`src/rtl/tiny_rv_wb_pkg.sv`:
```
// Shared types and constants for the tiny_rv Wishbone arbiter slice.
package tiny_rv_wb_pkg;

    typedef enum logic [2:0] {
        IDLE,
        GNT0,
        GNT1,
        ABORT0,
        ABORT1
    } arb_state_t;

    localparam logic M_FETCH = 1'b0;
    localparam logic M_DATA  = 1'b1;

    // A disabled watchdog (limit 0) still needs a legal one-bit counter.
    function automatic int wdWidth(input int limit);
        return (limit > 0) ? $clog2(limit + 1) : 1;
    endfunction

endpackage

```
`src/rtl/tiny_rv_wb_watchdog.sv`:
```
// Bus-cycle watchdog: counts enabled cycles since the last clear and
// flags expiry while the count sits at the limit.
module tiny_rv_wb_watchdog
    import tiny_rv_wb_pkg::*;
#(
    parameter int TIMEOUT_CYCLES = 255
) (
    input  logic i_clk,
    input  logic i_reset,
    input  logic i_clear,
    input  logic i_enable,
    output logic o_expire
);

    localparam int CW = wdWidth(TIMEOUT_CYCLES);
    localparam logic [CW-1:0] LIMIT = CW'(TIMEOUT_CYCLES);

    logic [CW-1:0] r_count;

    // Holds at the limit instead of wrapping; the arbiter aborts from there.
    always_ff @(posedge i_clk) begin
        if (i_reset || i_clear) begin
            r_count <= '0;
        end else if (i_enable && (r_count != LIMIT)) begin
            r_count <= r_count + CW'(1);
        end
    end

    assign o_expire = (TIMEOUT_CYCLES > 0) && i_enable && (r_count == LIMIT);

endmodule

```
`src/rtl/tiny_rv_wb_arbiter.sv`:
```
// Two-master pipelined Wishbone arbiter: fetch (m0) and load/store (m1)
// share one slave port with whole-cycle grants and a no-answer watchdog.
module tiny_rv_wb_arbiter
    import tiny_rv_wb_pkg::*;
#(
    parameter int DATA_PRIORITY  = 1,
    parameter int TIMEOUT_CYCLES = 255
) (
    input  logic        i_clk,
    input  logic        i_reset,
    input  logic        i_m0_cyc,
    input  logic        i_m0_stb,
    input  logic        i_m0_we,
    input  logic [29:0] i_m0_addr,
    input  logic [31:0] i_m0_data,
    input  logic [3:0]  i_m0_sel,
    output logic        o_m0_ack,
    output logic        o_m0_err,
    output logic        o_m0_stall,
    output logic [31:0] o_m0_data,
    input  logic        i_m1_cyc,
    input  logic        i_m1_stb,
    input  logic        i_m1_we,
    input  logic [29:0] i_m1_addr,
    input  logic [31:0] i_m1_data,
    input  logic [3:0]  i_m1_sel,
    output logic        o_m1_ack,
    output logic        o_m1_err,
    output logic        o_m1_stall,
    output logic [31:0] o_m1_data,
    output logic        o_wb_cyc,
    output logic        o_wb_stb,
    output logic        o_wb_we,
    output logic [29:0] o_wb_addr,
    output logic [31:0] o_wb_data,
    output logic [3:0]  o_wb_sel,
    input  logic        i_wb_ack,
    input  logic        i_wb_stall,
    input  logic        i_wb_err,
    input  logic [31:0] i_wb_data
);

    arb_state_t r_state;
    arb_state_t w_next;
    logic       r_lastOwner;
    logic       w_expire;
    logic       w_wdEnable;
    logic       w_wdClear;

    assign w_wdEnable = ((r_state == GNT0) && i_m0_cyc) || ((r_state == GNT1) && i_m1_cyc);
    assign w_wdClear  = (w_next != r_state) || i_wb_ack || i_wb_err;

    tiny_rv_wb_watchdog #(
        .TIMEOUT_CYCLES(TIMEOUT_CYCLES)
    ) u_watchdog (
        .i_clk   (i_clk),
        .i_reset (i_reset),
        .i_clear (w_wdClear),
        .i_enable(w_wdEnable),
        .o_expire(w_expire)
    );

    always_ff @(posedge i_clk) begin
        if (i_reset) begin
            r_state     <= IDLE;
            r_lastOwner <= M_FETCH;
        end else begin
            r_state <= w_next;
            if ((w_next == GNT0) && (r_state != GNT0)) begin
                r_lastOwner <= M_FETCH;
            end else if ((w_next == GNT1) && (r_state != GNT1)) begin
                r_lastOwner <= M_DATA;
            end
        end
    end

    // Releases hand straight over to a waiting master so no idle cycle appears.
    always_comb begin
        w_next = r_state;
        case (r_state)
            IDLE: begin
                if (i_m0_cyc && i_m1_cyc) begin
                    w_next = ((DATA_PRIORITY != 0) || (r_lastOwner == M_FETCH)) ? GNT1 : GNT0;
                end else if (i_m0_cyc) begin
                    w_next = GNT0;
                end else if (i_m1_cyc) begin
                    w_next = GNT1;
                end
            end
            GNT0: begin
                if (w_expire)       w_next = ABORT0;
                else if (!i_m0_cyc) w_next = i_m1_cyc ? GNT1 : IDLE;
            end
            GNT1: begin
                if (w_expire)       w_next = ABORT1;
                else if (!i_m1_cyc) w_next = i_m0_cyc ? GNT0 : IDLE;
            end
            ABORT0: if (!i_m0_cyc) w_next = i_m1_cyc ? GNT1 : IDLE;
            ABORT1: if (!i_m1_cyc) w_next = i_m0_cyc ? GNT0 : IDLE;
            default: w_next = IDLE;
        endcase
    end

    // An expiring cycle is dropped from the bus in the same cycle its error is reported.
    always_comb begin
        o_wb_cyc   = 1'b0;
        o_wb_stb   = 1'b0;
        o_wb_we    = 1'b0;
        o_wb_addr  = '0;
        o_wb_data  = '0;
        o_wb_sel   = '0;
        o_m0_ack   = 1'b0;
        o_m0_err   = 1'b0;
        o_m0_stall = 1'b1;
        o_m1_ack   = 1'b0;
        o_m1_err   = 1'b0;
        o_m1_stall = 1'b1;
        case (r_state)
            GNT0: begin
                o_wb_cyc   = i_m0_cyc & ~w_expire;
                o_wb_stb   = i_m0_stb & ~w_expire;
                o_wb_we    = i_m0_we;
                o_wb_addr  = i_m0_addr;
                o_wb_data  = i_m0_data;
                o_wb_sel   = i_m0_sel;
                o_m0_stall = i_wb_stall;
                o_m0_ack   = i_wb_ack & ~w_expire;
                o_m0_err   = i_wb_err | w_expire;
            end
            GNT1: begin
                o_wb_cyc   = i_m1_cyc & ~w_expire;
                o_wb_stb   = i_m1_stb & ~w_expire;
                o_wb_we    = i_m1_we;
                o_wb_addr  = i_m1_addr;
                o_wb_data  = i_m1_data;
                o_wb_sel   = i_m1_sel;
                o_m1_stall = i_wb_stall;
                o_m1_ack   = i_wb_ack & ~w_expire;
                o_m1_err   = i_wb_err | w_expire;
            end
            default: ;
        endcase
    end

    assign o_m0_data = i_wb_data;
    assign o_m1_data = i_wb_data;

endmodule

```
`config.mk`:
```
export PLATFORM = sky130hd
export DESIGN_NAME = tiny_rv_wb_arbiter
export DESIGN_NICKNAME = d
export VERILOG_FILES = /design/src/rtl/tiny_rv_wb_pkg.sv /design/src/rtl/tiny_rv_wb_watchdog.sv /design/src/rtl/tiny_rv_wb_arbiter.sv
export SDC_FILE = /design/constraint.sdc
export NUM_CORES = 1
export LEC_CHECK = 0
export CAP_MARGIN = 10
export CORE_AREA = 5 5 120 122
export DETAILED_ROUTE_END_ITERATION = 10
export DIE_AREA = 0 0 125 127
export SLEW_MARGIN = 10
export SYNTH_ARGS = -nofsm -noshare
export SYNTH_HDL_FRONTEND = slang
export SYNTH_SLANG_ARGS = --single-unit
```
`constraint.sdc`:
```
create_clock -name i_clk -period 5.5 [get_ports i_clk]
set_clock_uncertainty 0.2 [all_clocks]
set_input_delay 1.65 -clock i_clk [delete_from_list [all_inputs] [get_ports i_clk]]
set_output_delay 1.65 -clock i_clk [all_outputs]
set_load 0.02 [all_outputs]
```
==> results_dict.tcl <==
set metrics [dict create \
    drtIter0Drc 86 \
    ff2ff_setup_slack_ns 3.06 \
    clkTransAtPathRegs_ns 0.04 \
    grt_pass1_wl_um 15100 \
    synth_top_area_share_pct 30.5 \
    synth_warnings 0 \
    via_per_inst 4.27 \
    criticalPathCategory "in -> out" \
    pin_count 314 \
    ant_nets 0 \
    drive_gt1_share_pct 5.99 \
    gp_congestion 0.867 \
    combPwrFrac_pct 61.1 \
    fin_crit_sh_pct 96.5 \
    cts_buffers 3 \
    multiInputGateArea_sq_mm 0.00113 \
    grt_usage_pct 11.8 \
    synth_edf_count 0 \
    slew_viol_final 0 \
    pwr-share-seq_pct 15.1 \
    syn_area_sq_mm 0.00193 \
    startpoint_type "input pin" \
    power.leakage_nw 1.41 \
    rsz0062_at_grt "false" \
    hold_buffers 0 \
    rr_startpoint "r_state[1]" \
    cts_max_level 1 \
    netlist_instances 240 \
    worst_slack_ns 0.193 \
    relSlewSlack_pct 52.5 \
    syn_area_per_cell_sq_um 8.03 \
    rows 42 \
    p_int_mw 0.378 \
    synth_seq_cells 11 \
    insertion_delay_ns 0.24 \
    min_path_type "reg -> reg" \
    seq_area_frac_synth_pct 11.4 \
    drc 0 \
    crit_fanout 4 \
    coreArea_sq_mm 0.0131 \
    max_freq_ghz 0.188 \
    synth_nets 416 \
    final_area_sq_mm 0.00388 \
    insertedDiodeCount 0 \
    holdPathStages 2 \
    placed_area_sq_mm 0.00380 \
    min_to "u_watchdog.r_count[1]" \
    fill_cells 1359 \
    irDropWorstVdd_v 0.0000806 \
    netSwitchingFraction_pct 32.8 \
    via_count 2393 \
    synth_async_sr_flop_share_pct 0 \
    dp_cells 556 \
    clockBufferDepth 2 \
    die_y_um 127 \
    cp.arrival_ns 3.46 \
    dieArea_sq_mm 0.0159 \
    p_per_area_mw_per_mm2 145 \
    cts_setup_buffers 0 \
    setup_viol 0 \
    timing.rr.end "u_watchdog.r_count[6]" \
    reg2reg_depth 6 \
    area_delta_synth_final_pct 101 \
    wl_per_cell_um 18.3 \
    cts_resized 0 \
    clkPwrFrac_pct 23.8 \
    tightest_slew_ns 0.712 \
    synth_ff_type "dfxtp_1" \
    cts_tree "yes" \
    worst_hold_startpoint "u_watchdog.r_count[1]" \
    synth_commonest_cells "67 x a22o_1, 66 x buf_4, 12 x nor2_1, 11 x clkbuf_1, 11 x dfxtp_1" \
    p_sw_mw 0.185 \
    status "complete, no violations" \
    grt_pass1_vias 2616 \
    cts_num_sinks 11 \
    grt_max_degree 70 \
    post-dp-hpwl_um 8550 \
    timing.final.hold_violations 0 \
    start_util_pct 14.7 \
    fin_setup_tns_ns 0 \
    nets 561 \
    synth_most_common_cell "a22o_1" \
    grt.overflow.total 0 \
    cp-end-kind "primary output" \
    finalNonFillerCells 560 \
    die_w_um 125 \
    antenna_found_initial 0 \
    yosysTopAreaCell "a22o_1" \
    p_total_mw 0.563 \
    dp_worst_setup_slack_ns 0.224 \
    first_pass_iters 4 \
    ctsRootBufferMaster "clkbuf_16" \
    io_buffers 217 \
    finalCriticalPeriod_ns 5.31 \
    synthTopCellsByArea "a22o_1 30%, buf_4 26%, dfxtp_1 11%" \
    regArea_sq_um 220 \
    ys_types 41 \
    worstPathRequired_ns 3.65 \
    maxCapViolations 0 \
    wirelength_um 10200 \
]
metrics by stage:
stage               hold WS [ns]  utilization [%]
floorplan                  0.272                -
global placement           0.286             29.0
detailed placement         0.300             29.0
CTS                        0.307             29.7
global route               0.330             29.7
finish                     0.305             29.7
layout by cell type, fill, tap and decap left out, types with 4 or more instances in the layout:
master / count
clkdlybuf4s50_1: 216
a22o_1: 67
nor2_1: 12
dfxtp_1: 11
buf_4: 7
xor2_1: 6
and3_1: 5
nand2_1: 5
nand3_1: 5
a21oi_1: 4
inv_1: 4
nor3_1: 4
kinds of logic (layout without fill, tap and decap cells):
group	count (synthesis)	after routing	synth area share [%]
buffers and inverters	88	232	30.7
AO/OA/AOI/OAI	83	83	39.1
AND/OR/NAND/NOR	51	51	15.4
flip-flops	11	11	11.4
XOR/XNOR	6	6	2.73
adder cells (fa/ha/maj)	1	1	0.649
power by group through the flow:
stage / registers, mW / logic, mW / clock network [mW]
2_1_floorplan: 0.0832 / 0.207 / 0
3_3_place_gp: 0.0865 / 0.345 / 0
3_5_place_dp: 0.0865 / 0.346 / 0
4_1_cts: 0.0851 / 0.349 / 0.135
5_1_grt: 0.0855 / 0.364 / 0.141
6_report: 0.0852 / 0.344 / 0.134
sequential cells by signal, summed over array words and instances (netlist names):
name	cells
r_state	3
u_watchdog.r_count	8
worst max-delay path, stage by stage:
cell and delay, ns:
clkdlybuf4s50_1 0.42, nand3b_1 0.09, a21oi_1 0.08, and3_1 0.21
nand2b_1 0.17, nor4_1 0.18, clkdlybuf4s50_1 0.66
cell type report:
class,count,share of cell area (%)
multi-input cells,141,29.1
inverters,5,0.484
well taps,176,5.68
flip-flops and latches,11,5.68
repair buffers,223,57.1
clock buffers,4,2.03
per-layer routing:
layer / wire length (um) / vias up / GRT usage (%)
met2: 4930 / 187 / 20.2
li1: - / 1120 / -
met3: 1210 / 16 / 5.68
met4: 148 / 0 / 2.30
met5: 0 / - / 0
met1: 3940 / 1070 / 13.5
worst max path at each step:
stage,startpoint,endpoint
final,i_m0_cyc,o_m0_ack
after global routing,i_m1_cyc,o_m0_ack
after CTS,i_m0_cyc,o_m0_ack
after detailed placement,i_m0_cyc,o_m0_ack
after global placement,i_m1_cyc,o_m0_ack
after floorplan,i_m0_cyc,o_m0_ack
Note: power is estimated with default switching activity, not from simulation.
